<file path="src/rtl/branch_flush_controller.sv">
`default_nettype none
// ============================================================================
// branch_flush_controller
//   Redirects the PC on taken EX-stage branches and flushes wrong-path stages.
//   Rev 1.0
// ============================================================================
module branch_flush_controller #(
  parameter int ADDR_W       = 32,
  parameter int FLUSH_CYCLES = 2,
  parameter int CNT_W        = 16
) (
  input  logic              clk,
  input  logic              rst_n,
  input  logic              ex_valid,
  input  logic [1:0]        ex_branch_type,
  input  logic              alu_branch_flag,
  input  logic [ADDR_W-1:0] ex_target,
  input  logic              stall_in,
  output logic              pc_load,
  output logic [ADDR_W-1:0] pc_target,
  output logic              flush_if_id,
  output logic              flush_id_ex,
  output logic              busy,
  output logic [CNT_W-1:0]  branch_count,
  output logic [CNT_W-1:0]  taken_count
);

  localparam logic [1:0] C_BR_NONE = 2'b00;
  localparam logic [1:0] C_BR_JAL  = 2'b01;
  localparam logic [1:0] C_BR_JALR = 2'b10;
  localparam logic [1:0] C_BR_COND = 2'b11;

  // Counter only needs to hold FLUSH_CYCLES-1; keep at least one bit.
  localparam int              FC_W       = (FLUSH_CYCLES > 1) ? $clog2(FLUSH_CYCLES) : 1;
  localparam logic [FC_W-1:0] FLUSH_INIT = FC_W'(FLUSH_CYCLES - 1);

  typedef enum logic [1:0] {
    IDLE     = 2'd0,
    REDIRECT = 2'd1,
    FLUSH    = 2'd2
  } state_e;

  state_e              state_q;
  logic [FC_W-1:0]     flush_cnt_q;
  logic                pc_load_q;
  logic                flush_if_id_q;
  logic                flush_id_ex_q;
  logic                busy_q;
  logic [ADDR_W-1:0]   pc_target_q;
  logic [CNT_W-1:0]    branch_cnt_q;
  logic [CNT_W-1:0]    taken_cnt_q;

  logic                taken;
  logic                accept;
  logic [CNT_W-1:0]    branch_cnt_d;
  logic [CNT_W-1:0]    taken_cnt_d;
  logic [ADDR_W-1:0]   target_d;

  always_comb begin
    taken  = ex_valid & ((ex_branch_type == C_BR_JAL) |
                         (ex_branch_type == C_BR_JALR) |
                         ((ex_branch_type == C_BR_COND) & alu_branch_flag));
    accept = (state_q == IDLE) & ~stall_in & ex_valid & (ex_branch_type != C_BR_NONE);

    branch_cnt_d = (branch_cnt_q == '1) ? branch_cnt_q : branch_cnt_q + 1'b1;
    taken_cnt_d  = (taken_cnt_q  == '1) ? taken_cnt_q  : taken_cnt_q  + 1'b1;

    // JALR targets are architecturally halfword-aligned.
    target_d = (ex_branch_type == C_BR_JALR) ? {ex_target[ADDR_W-1:1], 1'b0} : ex_target;
  end

  always_ff @(posedge clk) begin
    if (!rst_n) begin
      state_q       <= IDLE;
      flush_cnt_q   <= '0;
      pc_load_q     <= 1'b0;
      flush_if_id_q <= 1'b0;
      flush_id_ex_q <= 1'b0;
      busy_q        <= 1'b0;
      pc_target_q   <= '0;
      branch_cnt_q  <= '0;
      taken_cnt_q   <= '0;
    end else begin
      case (state_q)
        IDLE: begin
          if (accept) begin
            branch_cnt_q <= branch_cnt_d;
            if (taken) begin
              taken_cnt_q   <= taken_cnt_d;
              pc_target_q   <= target_d;
              pc_load_q     <= 1'b1;
              flush_if_id_q <= 1'b1;
              flush_id_ex_q <= 1'b1;
              busy_q        <= 1'b1;
              state_q       <= REDIRECT;
            end
          end
        end

        REDIRECT: begin
          if (!stall_in) begin
            pc_load_q     <= 1'b0;
            flush_id_ex_q <= 1'b0;
            if (FLUSH_CYCLES > 1) begin
              flush_cnt_q <= FLUSH_INIT;
              state_q     <= FLUSH;
            end else begin
              flush_if_id_q <= 1'b0;
              busy_q        <= 1'b0;
              state_q       <= IDLE;
            end
          end
        end

        FLUSH: begin
          if (!stall_in) begin
            flush_cnt_q <= flush_cnt_q - 1'b1;
            if (flush_cnt_q == FC_W'(1)) begin
              flush_if_id_q <= 1'b0;
              busy_q        <= 1'b0;
              state_q       <= IDLE;
            end
          end
        end

        default: begin
          pc_load_q     <= 1'b0;
          flush_if_id_q <= 1'b0;
          flush_id_ex_q <= 1'b0;
          busy_q        <= 1'b0;
          state_q       <= IDLE;
        end
      endcase
    end
  end

  assign pc_load      = pc_load_q;
  assign pc_target    = pc_target_q;
  assign flush_if_id  = flush_if_id_q;
  assign flush_id_ex  = flush_id_ex_q;
  assign busy         = busy_q;
  assign branch_count = branch_cnt_q;
  assign taken_count  = taken_cnt_q;

endmodule
`default_nettype wire

</file>
<file path="config.mk">
export PLATFORM = sky130hd
export DESIGN_NAME = branch_flush_controller
export DESIGN_NICKNAME = d
export VERILOG_FILES = /design/src/rtl/branch_flush_controller.sv
export SDC_FILE = /design/constraint.sdc
export NUM_CORES = 1
export LEC_CHECK = 0
export ABC_AREA = 1
export CAP_MARGIN = 25
export CELL_PAD_IN_SITES_DETAIL_PLACEMENT = 2
export CELL_PAD_IN_SITES_GLOBAL_PLACEMENT = 2
export CORE_MARGIN = 2
export CORE_UTILIZATION = 26
export DETAILED_ROUTE_END_ITERATION = 10
export PLACE_DENSITY_LB_ADDON = 0.05
export SYNTH_ARGS = -nofsm -noshare
export SYNTH_HDL_FRONTEND = slang
export SYNTH_SLANG_ARGS = --single-unit
</file>
<file path="constraint.sdc">
create_clock -name clk -period 3.4 [get_ports clk]
set_input_delay 0.68 -clock clk [delete_from_list [all_inputs] [get_ports clk]]
set_output_delay 0.68 -clock clk [all_outputs]
set_load 0.01 [all_outputs]
</file>
# [After elaboration in Yosys (flattened, before gate mapping)]
# Index checks and enable logic that the tools add are counted.
[classes] n_addsub=3 n_eq_ne=12 n_mux=17 n_bitwise=12 n_reduce_logical=10
[op_table] cell="$add A16 B1 Y16 const B" count=2
[op_table] cell="$eq A16 B16 Y1 const B" count=2
[op_table] cell="$mux W2" count=5
[op_table] cell="$ne A2 B2 Y1 const B" count=5
[op_table] cell="$reduce_and A5 Y1" count=2
[op_table] cell="$reduce_and A3 Y1" count=3
[op_table] cell="$mux W1" count=8
[op_table] cell="$reduce_and A4 Y1" count=2
[op_table] cell="$eq A2 B2 Y1 const B" count=3
[op_table] cell="$pmux W1 S3" count=2
[op_table] cell="$pmux W2 S3" count=1
[op_table] cell="$and A1 B1 Y1" count=5
[op_table] cell="$not A1 Y1" count=5
[op_table] cell="$eq A2 B1 Y1 const B" count=2
[op_table] cell="$reduce_bool A2 Y1" count=2
[op_table] cell="$logic_not A2 Y1" count=1
[op_table] cell="$or A1 B1 Y1" count=2
[op_table] cell="$pmux W1 S2" count=1
[op_table] cell="$sub A1 B1 Y1 const B" count=1
[totals] register_bits=69 out_inout_bits=68

# [Logic depth before layout (Yosys ltp)]
# Gate-level depths: netlist of run 1.
[logic_depth] depth_word=7 depth_mapped=11 ltp_nobuf=11

# [Least setup slack after synthesis of run 1]
# Ideal clock, no wire load.
[synth_timing] path_type="input to register" from="input ex_branch_type[0]" to="register taken_cnt_q[10], in the netlist taken_count[10]" setup_ns=0.128 arrival_time_ns=1.711 required_ns=3.272 setup_slack_ns=1.561 stages=10 n_path_buf=2 cell_sequence="inv_1 > ha_1 > inv_1 > nand4_4 > nor2_4 > buf_6 > buf_6 > nand4_1 > nand2_1 > nor2_1"
[synth_via] elab_chain_len=5
[synth_rtl] item="start, declared" line="15" rtl="input logic [1:0] ex_branch_type,"
[synth_rtl] item="$eq A2 B1 Y1 (tied with other cells)" line="60" rtl="taken = ex_valid & ((ex_branch_type == C_BR_JAL) |"
[synth_rtl] item="$or A1 B1 Y1 or $and A1 B1 Y1 (tied branches)" line="60, 62"
[synth_rtl] item="$or A1 B1 Y1" line="61" rtl="(ex_branch_type == C_BR_JALR) |"
[synth_rtl] item="$and A1 B1 Y1" line="60"
[synth_rtl] item="$reduce_and A4 Y1 (no line) *"
[synth_rtl] item="end signal, assigned" line="89" rtl="taken_cnt_q <= taken_cnt_d;"
[synth_rtl] item="end, declared" line="51" rtl="logic [CNT_W-1:0] taken_cnt_q;"
# Mark *: on every way between the ends. The rest lies on a longest branch, timed or not.
# A chain may end at the register's enable or synchronous reset.

# [Final worst setup path of run 1]
[layout_timing] from="input ex_branch_type[1]" to="register taken_cnt_q[0], in the netlist taken_count[0]"
# The elaborated chain is that of the path after synthesis.

==> out/metrics.csv, run 1 <==
metric,value,unit
outcome,"finished, final reports clean",
critical path capture point type,register,
clk_lat worst skew,340,ps
fin crit period,2440,ps
"Seq/Total Area, Yosys",40.37,%
HP Class,register to register,
first-pass GRT wire length,19580,um
Fillers,1564,
WP data required,3630,ps
Peak supply drop,0.0001580,V
cts repair resizes,0,
Final Non-Filler Cells,781,
DRT iter0 DRCs,112,
"Avg Cell Area, Syn",6.790,um^2
Synth Area in Compound Gates,9.214,%
final worst setup slack,959.6,ps
RSZ-0062 raised after global routing,false,
Syn Inst Count,504,
via count,3643,
post-synthesis mux area share,0,%
#FFs+latches synth,69,
syn nets,548,
Die Height,118.7,um
leakage power,1.862,nW
grt ovf,0,
final hold violation count,0,
root buffer cell,clkbuf_16,
slowest CP cell,clkdlybuf4s50_1,
Clock Skews,5.252,ps
R2R depth,8,
crit-path max FO,43,
final worst-path cycle share,71.78,%
Final Setup Violations,0,
"commonest non-fill, non-tap cell in the layout",nor2_1,
Max Cap Viol,0,
cts hold-fix bufs,0,
Tot GR Track Use,17.46,%
IO buf count,106,
CTS tree,done,
Top Ports,107,
Crit. path cell count,11,
Post-CTS Setup Bufs,0,
clock buffer depth,2,
Post-Route Setup TNS,0,ps
critical path buffer and inverter count,5,
most frequent cells in the layout,"nor2_1 (123), nand2_1 (115), clkdlybuf4s50_1 (106), dfxtp_1 (69), inv_1 (43)",
vias in the first global route,3973,
synth warn,0,
crit-path most repeated cell,inv_1,
Post-Synth Adder-Cell Area,1.828,%
DR vias/cell,4.665,
dpl hpwl,8479,um
area taken by multi-input logic gates,0.001708,mm^2
CTS sink cnt,69,
H-tree depth,3,
Worst-Margin Slew,620.0,ps
register area,0.001381,mm^2
Simple-Gate Fraction of Synth Area,37.33,%
Layout area overhead,42.08,%
Power Total,0.001955,W
RePlAce Congestion,0.7880,
placed cells,766,
drt pass-1 iters,3,
slew margin rel.,58.57,%
xor-xnor portion of the synthesized cell area,1.536,%
# diodes,0,
FMAX,0.4098,GHz
mapped cell area,0.003422,mm^2
Startpoint Class,input port,
Nets,649,
TritonCTS Buffers,9,
DRC viols,0,
DRT antenna net count,0,
drt wl/cell,14.83,um
clock slew at reported path FFs,60,ps
Hold Path Stages,2,
core area,0.01272,mm^2
Crit Path Category,input port to register,
number of cell rows,41,
largest incremental delay on the critical path,510,ps
initial antenna violation count,0,
largest net degree at the start of global routing,44,
Netlist cell types,29,
Initial Utilization,26.90,%
CP top delay family,buffers and inverters,
layout cells sized above 1,6.404,%
Final Util,38.22,%
crit path DAT,2670,ps
dpl ws,560.6,ps
crit-path cells,clkdlybuf4s50_1 > inv_1 > ha_1 > inv_1 > nand2_1 > inv_1 > nor2_4 > buf_12 > nand2_2 > o21ai_0 > nor2_1,
largest family of logic cells by synthesized area,simple AND/OR/NAND/NOR gates,
PwrDens,402.2,mW/mm^2
max-slew violations,0,
die area,0.01410,mm^2
Die Wd,118.7,um
final wirelength,11590,um
==> worst reg2reg max path: stages, from the launching register on <==
cell and delay (ps):
dfxtp_1 400, ha_1 230, nand3_1 160, inv_1 180, nand4_2 520, nand3b_1 360
nand2_1 80, nand2_1 60, nor2_1 40
==> metal layers <==
layer / vias to the layer above / global-route usage (%) / wire length (um)
met3: 13 / 5.598 / 719
met5: - / 0 / 0
met4: 0 / 7.143 / 210
met1: 1763 / 20.35 / 5033
met2: 70 / 29.45 / 5623
li1: 1797 / - / -
==> power breakdown <==
part | switching (W) | internal, W | total, W
clock | 0.000353 | 0.000508 | 0.000861
sequential | 0.0000198 | 0.000839 | 0.000859
combinational | 0.000116 | 0.000120 | 0.000235
total | 0.000489 | 0.00147 | 0.00196
==> cells in the mapped netlist, drive strengths merged <==
library cell    n  area, um^2
nand3          25       130.1
inv            45       171.4
xor2            4       35.03
nand4          18       133.9
nor3            4       25.02
nand2         117       444.2
buf            15       131.4
a21oi          21       120.1
nor2          130       525.5
o21ai          39       195.2
xnor2           2       17.52
clkbuf          8       30.03
nand3b          2       18.77
dfxtp          69        1381
ha              5       62.56
==> metrics by stage <==
stage                     hold WS, ps  area (um^2)
final                           491.9         4862
after global routing            538.9         4862
after CTS                       503.6         4862
after detailed placement        495.2         4602
after global placement          463.9         4602
after floorplan                 454.5         3422
==> path summary, 6_finish.rpt <==
path                      from              to  slack (ps)
max          ex_branch_type[1]  taken_count[0]         960
min                flush_id_ex     flush_id_ex         490
min reg2reg        flush_id_ex     flush_id_ex         490
max reg2reg     taken_count[0]  taken_count[3]        1280
==> final cells by class <==
class,instances,area share (%)
tap,172,4.426
multi-input combinational,367,35.13
clock buffer,13,5.147
clock inverter,2,0.2059
sequential,69,28.41
inverter,45,3.525
timing repair buffer,113,23.16
==> registers in the layout, summed over array words and instances (netlist names) <==
register and count:
taken_count 16, busy 1, flush_cnt_q 1, branch_count 16, pc_target 32, flush_id_ex 1
state_q 2
==> cells by family (layout without fill, tap and decap cells) <==
family	Yosys count	in the layout
XOR/XNOR	6	6
adder cells (fa/ha/maj)	5	5
buffers and inverters	68	173
AND/OR/NAND/NOR	296	296
AO/OA/AOI/OAI	60	60
flip-flops	69	69
Note: power is estimated with default switching activity, not from simulation.
==> run 2: changes to the inputs <==
--- a/config.mk
+++ b/config.mk
@@ -10,7 +10,7 @@
 export CELL_PAD_IN_SITES_DETAIL_PLACEMENT = 2
 export CELL_PAD_IN_SITES_GLOBAL_PLACEMENT = 2
 export CORE_MARGIN = 2
-export CORE_UTILIZATION = 26
+export CORE_UTILIZATION = 24
 export DETAILED_ROUTE_END_ITERATION = 10
 export PLACE_DENSITY_LB_ADDON = 0.05
 export SYNTH_ARGS = -nofsm -noshare
==> constraint.sdc (replaced) <==
create_clock -name clk -period 2.55 [get_ports clk]
set_input_delay 0.51 -clock clk [delete_from_list [all_inputs] [get_ports clk]]
set_output_delay 0.51 -clock clk [all_outputs]
set_load 0.01 [all_outputs]
==> out/metrics.csv, run 2 (synthesis gave the netlist of run 1 again) <==
metric,value,unit
drt pass-1 iters,4,
final hold violation count,0,
final worst-path cycle share,82.69,%
R2R depth,8,
Initial Utilization,24.65,%
RePlAce Congestion,0.7377,
reg2reg end,taken_count[1],
R2R setup slack,440,ps
WP data required,2780,ps
clock slew at reported path FFs,60,ps
crit path DAT,2340,ps
outcome,"finished, final reports clean",
DR vias/cell,4.574,
cts repair resizes,0,
switching power,0.0006691,W
Hold Crit Start,flush_cnt_q,
drt wl/cell,15.27,um
FMAX,0.4743,GHz
Layout area overhead,44.61,%
final worst setup slack,441.5,ps
DRC viols,0,
highest routed metal layer,met4,
TritonCTS Buffers,9,
met1 WL,5387,um
vias in the first global route,3967,
cts hold-fix bufs,0,
dpl hpwl,8799,um
Startpoint Class,register,
Max Cap Viol,0,
crit-path max FO,22,
Worst Hold End,flush_cnt_q,
PwrDens,567.4,mW/mm^2
crit-path cells,ha_1 > nand3_1 > inv_1 > nand4_2 > nand2_2 > inv_1 > nor2_1 > nor2_1,
CTS tree,done,
layout cells sized above 1,6.863,%
Post-Route Setup TNS,0,ps
root buffer cell,clkbuf_16,
HP Class,register to register,
Nets,651,
Final Setup Violations,0,
sequential share of power,40.8,%
leakage power,1.894,nW
final wirelength,12090,um
Worst-Margin Slew,631.3,ps
Met3 Wirelength,724,um
number of cell rows,43,
Sw Ratio,23.83,%
Post-CTS Setup Bufs,0,
# diodes,0,
Top Ports,107,
IO buf count,106,
largest incremental delay on the critical path,520,ps
max-slew violations,0,
slew margin rel.,57.82,%
DRT antenna net count,0,
Tot GR Track Use,16.84,%
clock buffer depth,2,
Worst R2R Start,taken_count[0],
core area,0.01388,mm^2
DRT iter0 DRCs,122,
CTS sink cnt,69,
Comb pwr share,11.5,%
Clock Skews,5.173,ps
max reg flops,32,
via count,3623,
critical path capture point type,register,
largest net degree at the start of global routing,41,
clock share of power,47.7,%
H-tree depth,3,
Hold Path Stages,2,
Crit Path Category,register to register,
RSZ-0062 raised after global routing,false,
clk_lat worst skew,340,ps
Die Height,123.4,um
grt ovf,0,
most frequent cells in the layout,"nor2_1 (123), nand2_1 (115), clkdlybuf4s50_1 (106), dfxtp_1 (69), inv_1 (43)",
P_int,0.002139,W
dpl ws,96.07,ps
Peak supply drop,0.0002935,V
"commonest non-fill, non-tap cell in the layout",nor2_1,
fin crit period,2108,ps
slowest CP cell,nand4_2,
initial antenna violation count,0,
Die Wd,123.4,um
first-pass GRT wire length,19810,um
die area,0.01523,mm^2
met2 WL post-DR,5805,um
[run 2: cell types whose count changed in the layout (fill, tap and decap cells not counted)]
cell / previous run / this run
buf_4: 6 / 7
clkinvlp_4: 0 / 1
buf_12: 1 / 2
clkinv_2: 2 / 1
bufinv_16: 0 / 2
clkbuf_8: 1 / 0
[run 2: per-layer routing]
metal  up-vias  track usage (%)
met5         -                0
met4         0            5.753
met3        13            5.812
met2        76            28.37
met1      1743            19.88
li1       1791                -
[run 2: how the worst max path moves through the flow]
stage / start / to / slack [ps] / cells past startpoint
after floorplan: ex_branch_type[0] / taken_count[10] / 880 / 10
after global placement: ex_branch_type[1] / taken_count[1] / 250 / 11
after detailed placement: ex_branch_type[1] / taken_count[1] / 100 / 11
after CTS: taken_count[0] / taken_count[1] / 400 / 8
after global routing: taken_count[0] / taken_count[1] / 230 / 8
final: taken_count[0] / taken_count[1] / 440 / 8
[run 2: area by class of cell]
cell class | instances | area [um^2]
repair buffers | 115 | 1154
inverters | 45 | 171.4
fillers | 1659 | 8932
well taps | 180 | 225.2
multi-input cells | 367 | 1708
clock inverters | 4 | 72.57
flip-flops and latches | 69 | 1381
clock buffers | 12 | 236.5
[run 2: power by group through the flow]
stage,Sequential [W],Combinational (W),Clock (W)
final,0.00115,0.000322,0.00134
after floorplan,0.00118,0.000128,0
after global routing,0.00115,0.000358,0.00143
after global placement,0.00117,0.000319,0
after detailed placement,0.00117,0.000327,0
after CTS,0.00115,0.000330,0.00139
[run 2: stage by stage]
step	hold slack (ps)	total power [W]	std cells	utilization (%)	cell area, um^2
finish	487.9	0.002808	792	35.65	4949
global route	519.8	0.002941	792	35.65	4949
CTS	492.2	0.002869	792	35.65	4949
detailed placement	480.2	0.001497	776	33.42	4639
global placement	465.6	0.001486	776	33.42	4639
floorplan	454.5	0.001309	504	-	3422
[run 2: critical path, delay by kind of cell (launching register included)]
| family | cells | cell delay (ps) |
|---|---|---|
| DFF | 1 | 400 |
| buffers and inverters | 2 | 240 |
| and+or+nand+nor | 5 | 1120 |
| adders and majority gates | 1 | 230 |
